==> config.mk <==
export PLATFORM = sky130hd
export DESIGN_NAME = seq_slt_unit
export DESIGN_NICKNAME = d
export VERILOG_FILES = /design/src/rtl/seq_slt_unit.sv
export SDC_FILE = /design/constraint.sdc
export NUM_CORES = 1
export LEC_CHECK = 0
export ABC_AREA = 1
export BUFFER_PORTS_ARGS = -buffer_cell sky130_fd_sc_hd__buf_4
export CAP_MARGIN = 20
export CELL_PAD_IN_SITES_DETAIL_PLACEMENT = 1
export CELL_PAD_IN_SITES_GLOBAL_PLACEMENT = 1
export CORE_MARGIN = 2
export CORE_UTILIZATION = 34
export DETAILED_ROUTE_END_ITERATION = 8
export GPL_ROUTABILITY_DRIVEN = 0
export PLACE_DENSITY_LB_ADDON = 0.1
export SYNTH_ARGS = -nofsm -noshare
export SYNTH_HDL_FRONTEND = slang
export SYNTH_SLANG_ARGS = --single-unit
==> constraint.sdc <==
create_clock -name clk -period 1.8 [get_ports clk]
set_input_delay 0.18 -clock clk [delete_from_list [all_inputs] [get_ports clk]]
set_output_delay 0.18 -clock clk [all_outputs]
set_load 0.01 [all_outputs]
==> src/rtl/seq_slt_unit.sv <==
// -----------------------------------------------------------------------------
// seq_slt_unit
// Multicycle set-less-than unit. Compares two W-bit operands D bits per clock,
// walking from the least-significant chunk to the most-significant chunk with a
// registered less-than carry. A less-than carry-in turns the same datapath into
// a less-or-equal compare, and a final sign fix-up provides signed compares.
//
// Ports
//   clk          : single clock, rising-edge active
//   rst_n        : asynchronous active-low reset
//   start        : request, accepted on a rising edge only while busy = 0
//   a, b         : W-bit operands, captured on accept
//   signed_mode  : 1 = two's-complement compare, 0 = unsigned (captured)
//   lt_in        : less-than carry-in (0 -> a<b, 1 -> a<=b) (captured)
//   busy         : operation in progress
//   done         : one-cycle pulse, results valid
//   lt           : registered compare result
//   eq           : registered a == b
//   slt          : {W-1 zeros, lt}, ALU SLT word
// -----------------------------------------------------------------------------
module seq_slt_unit #(
   parameter int W = 32,
   parameter int D = 4
) (
   input  logic         clk,
   input  logic         rst_n,
   input  logic         start,
   input  logic [W-1:0] a,
   input  logic [W-1:0] b,
   input  logic         signed_mode,
   input  logic         lt_in,
   output logic         busy,
   output logic         done,
   output logic         lt,
   output logic         eq,
   output logic [W-1:0] slt
);

   localparam int N  = W / D;
   localparam int KW = (N > 1) ? $clog2(N) : 1;
   localparam logic [KW-1:0] K_LAST = KW'(N - 1);
   localparam logic [KW-1:0] K_ONE  = KW'(1);
   localparam logic [KW-1:0] K_ZERO = KW'(0);

   localparam logic [0:0] ST_IDLE = 1'b0;
   localparam logic [0:0] ST_BUSY = 1'b1;

   // Reject operand/chunk geometries the chunk walk cannot cover exactly.
   generate
      if ((W < 2) || (D < 1) || ((W % D) != 0)) begin : g_bad_param
         $error("seq_slt_unit: W must be >= 2 and a multiple of D");
      end
   endgenerate

   logic [0:0]    state_r;
   logic [KW-1:0] k_r;
   logic [W-1:0]  a_r;
   logic [W-1:0]  b_r;
   logic          signed_r;
   logic          lt_acc_r;
   logic          eq_acc_r;
   logic          done_r;
   logic          lt_r;
   logic          eq_r;

   logic [D-1:0]  chunk_a_s;
   logic [D-1:0]  chunk_b_s;
   logic          lt_next_s;
   logic          eq_next_s;
   logic          sign_flip_s;

   // Select the current chunk and fold it into the running less-than/equal state.
   always_comb begin
      chunk_a_s   = a_r[int'(k_r) * D +: D];
      chunk_b_s   = b_r[int'(k_r) * D +: D];
      lt_next_s   = lt_acc_r;
      eq_next_s   = eq_acc_r & (chunk_a_s == chunk_b_s);
      // A differing higher chunk decides the order; equal chunks keep the
      // verdict of the lower chunks (or the carry-in if all are equal).
      if (chunk_a_s < chunk_b_s) begin
         lt_next_s = 1'b1;
      end else if (chunk_a_s > chunk_b_s) begin
         lt_next_s = 1'b0;
      end else begin
         lt_next_s = lt_acc_r;
      end
      // With differing sign bits the unsigned order is exactly inverted.
      sign_flip_s = signed_r & (a_r[W-1] ^ b_r[W-1]);
   end

   // Control FSM, operand capture, chunk walk and registered results.
   always_ff @(posedge clk or negedge rst_n) begin
      if (!rst_n) begin
         state_r  <= ST_IDLE;
         k_r      <= K_ZERO;
         a_r      <= {W{1'b0}};
         b_r      <= {W{1'b0}};
         signed_r <= 1'b0;
         lt_acc_r <= 1'b0;
         eq_acc_r <= 1'b0;
         done_r   <= 1'b0;
         lt_r     <= 1'b0;
         eq_r     <= 1'b0;
      end else begin
         done_r <= 1'b0;
         case (state_r)
            ST_IDLE: begin
               if (start) begin
                  a_r      <= a;
                  b_r      <= b;
                  signed_r <= signed_mode;
                  lt_acc_r <= lt_in;
                  eq_acc_r <= 1'b1;
                  k_r      <= K_ZERO;
                  state_r  <= ST_BUSY;
               end else begin
                  state_r  <= ST_IDLE;
               end
            end
            ST_BUSY: begin
               lt_acc_r <= lt_next_s;
               eq_acc_r <= eq_next_s;
               if (k_r == K_LAST) begin
                  lt_r    <= lt_next_s ^ sign_flip_s;
                  eq_r    <= eq_next_s;
                  done_r  <= 1'b1;
                  k_r     <= K_ZERO;
                  state_r <= ST_IDLE;
               end else begin
                  k_r     <= k_r + K_ONE;
                  state_r <= ST_BUSY;
               end
            end
            default: begin
               state_r <= ST_IDLE;
               k_r     <= K_ZERO;
            end
         endcase
      end
   end

   assign busy = (state_r == ST_BUSY);
   assign done = done_r;
   assign lt   = lt_r;
   assign eq   = eq_r;
   assign slt  = {{(W-1){1'b0}}, lt_r};

endmodule

==> results.ini <==
[run_status]
status=finished, violations left
failed_checks=setup timing

[grt]
grt_first_pass_wirelength_um=15900
grt-ovfl-total=0
grt_pass1_vias=3273
track_usage_pct=17.0
grt_start_max_net_pins=36
antenna_found_initial=0

[critical_path]
crit_slowest_cell=dfrtp_2
slowest_delay_ps=510
crit_type=reg2reg
path_cells=buf_6, nor2_4, nor2_2, o21ai_1, o211ai_1, o21ai_1, ha_1, nand2_2, nor2_4, buf_4, buf_4, nand2_2, o21ai_1
start_kind=flip-flop
critPathBufInv=3
cp.arrival_ps=2340
cp_max_fo=6
cp.required_ps=2050
end_kind=flip-flop
cp_top_family=flip-flops
worst_path_most_repeated_cell=o21ai_1

[finish]
fillCellCount=1408
nets=643
areaGrowthSynthToFinish_pct=25.9
mostFrequentLayoutCell=nand2_1
diodes=0
drive_above_1_share_pct=22.7
layout_common_cells=217 x nand2_1, 84 x buf_4, 73 x dfrtp_1

[placed_design]
port_buffers=73
place_hpwl_um=6950
dp_slack_ps=-270

[pwr]
p_leak_uw=0.00258
power.density_mw_per_mm2=1870
intPower_uw=5480
combPwrFrac_pct=43.6
seqPwrFrac_pct=33.8
p_sw_share_pct=39.5
clock_power_share_pct=22.6
power.switching_uw=3570
power_uw=9050
ir_drop_mv=0.581

[route]
drt-total-wl_um=9780
wl_per_cell_um=13.7
ant_nets=0
first_iter_violations=97
first_pass_iters=4
viasPerCell=4.58
post-route-drc-count=0
vias=3262

[clock_tree]
clockRootBuffer=clkbuf_16
clkTransAtPathRegs_ps=60
h-tree-depth=3
clockBufferDepth=2
worstSkewPairLatency_ps=330
cts.sinks=74
cts_buffers=9
cts_tree=built

[sta]
finalHoldViolations=0
fmax_mhz=479
slew_violations=0
rsz0062_at_grt=yes
setup_viol=4
period_share_pct=116
fin_crit_ps=2090
fin_skew_ps=6.08
worst_slack_ps=-289

[synth]
seq_area_frac_synth_pct=48.2
ys_types=20
yosys.area.top_type_share_pct=48.2
netlist_area_mm2=0.00384
synth_warnings=0
syn_inst=492
syn_avg_cell_area_um2=7.81
ys_ff_latch=74
synthTopCellsByArea=dfrtp_1 48%, nand2_1 22%, buf_4 6.6%, nor2_1 5.0%, buf_6 4.4%
yosys.area.top_type=dfrtp_1

[run]
maxCapViolCount=0

[die]
fp.dieH_um=110
die_area_mm2=0.0122
start_util_pct=35.1
die_w_um=110
floorplan.rows=38
pin_count=105
floorplan.core_area_mm2=0.0109

[hold_path]
hp-class=in2reg

-- sequential cells by signal (all words and copies together), names as in the netlist --
register	flops
a_r	32
b_r	32
k_r	3
busy	1
done	1
eq	1
eq_acc_r	1
lt	1
lt_acc_r	1
signed_r	1
-- power groups by stage --
| stage | registers (uW) | clock network [uW] | logic (uW) |
|---|---|---|---|
| final | 3060 | 2050 | 3950 |
| after global routing | 3170 | 2150 | 4560 |
| after CTS | 3050 | 2100 | 3590 |
| after detailed placement | 3030 | 0 | 3400 |
| after global placement | 3040 | 0 | 3260 |
| after floorplan | 2800 | 0 | 2680 |
-- cell families after synthesis --
family / Yosys count / share of synthesized area, %
AND/OR/NAND/NOR: 281 / 28.0
flip-flops: 74 / 48.2
buffers and inverters: 70 / 13.4
other: 1 / 0.0976
AO/OA/AOI/OAI: 60 / 8.34
adder cells (fa/ha/maj): 6 / 1.95
-- tightest hold or removal path, cell delays in order --
cell	delay [ps]
buf_4	80
nand2_1	40
nand2_1	50
-- worst paths after layout --
kind                       cells after the start                start             endpoint  slack [ps]
min in group asynchronous                      2                rst_n  a_r[15]$_DFFE_PN0P_         280
min                                            3                a[21]  a_r[21]$_DFFE_PN0P_          50
min reg2reg                                    2  a_r[20]$_DFFE_PN0P_  a_r[20]$_DFFE_PN0P_         470
max in group asynchronous                      3                rst_n  b_r[11]$_DFFE_PN0P_        1000
max                                           13   k_r[0]$_DFFE_PN0P_       eq$_DFFE_PN0P_        -290
max reg2reg                                   13   k_r[0]$_DFFE_PN0P_       eq$_DFFE_PN0P_        -290
-- cells in the mapped netlist --
cell	number
nand2_1	225
dfrtp_1	74
nor2_1	51
buf_4	34
o21ai_0	32
o21ai_1	20
buf_6	15
inv_1	11
buf_2	7
ha_1	6
nand3_1	4
o211ai_1	4
a22o_1	2
a21oi_1	1
clkbuf_1	1
conb_1	1
inv_2	1
inv_4	1
nor2_8	1
o31ai_1	1
-- through the flow --
step           hold slack [ps]  util [%]  cell area [um2]  TNS [ps]  std cells
6_report                  45.1      44.2             4830     -1020        713
5_1_grt                   46.6      44.2             4830     -1550        713
4_1_cts                   37.2      43.5             4760      -611        711
3_5_place_dp              97.9      39.9             4360      -850        694
3_3_place_gp              96.7      39.9             4360      -585        694
2_1_floorplan             -116         -             3950     -3.65        522
-- final cells by class --
cell class	count	area, um2	share of cell area, %
repair buffers	92	754	15.6
well taps	140	175	3.62
clock buffers	11	233	4.81
flip-flops and latches	74	1850	38.3
clock inverters	5	103	2.12
multi-input cells	378	1660	34.4
inverters	13	53.8	1.11
-- repair_timing --
action	in CTS	in global routing
hold buffers	1	0
endpoints found under the setup margin	5	4
pin swaps	6	18
endpoints found under the hold margin	19	0
setup buffers	0	1
gates cloned	0	1
resized for setup	15	16
-- layer usage --
layer | track usage [%] | wire length [um]
met5 | 0 | 0
met4 | 4.73 | 120
met3 | 3.35 | 412
met2 | 27.3 | 4610
met1 | 23.3 | 4630
(Power assumes the default switching activity.)
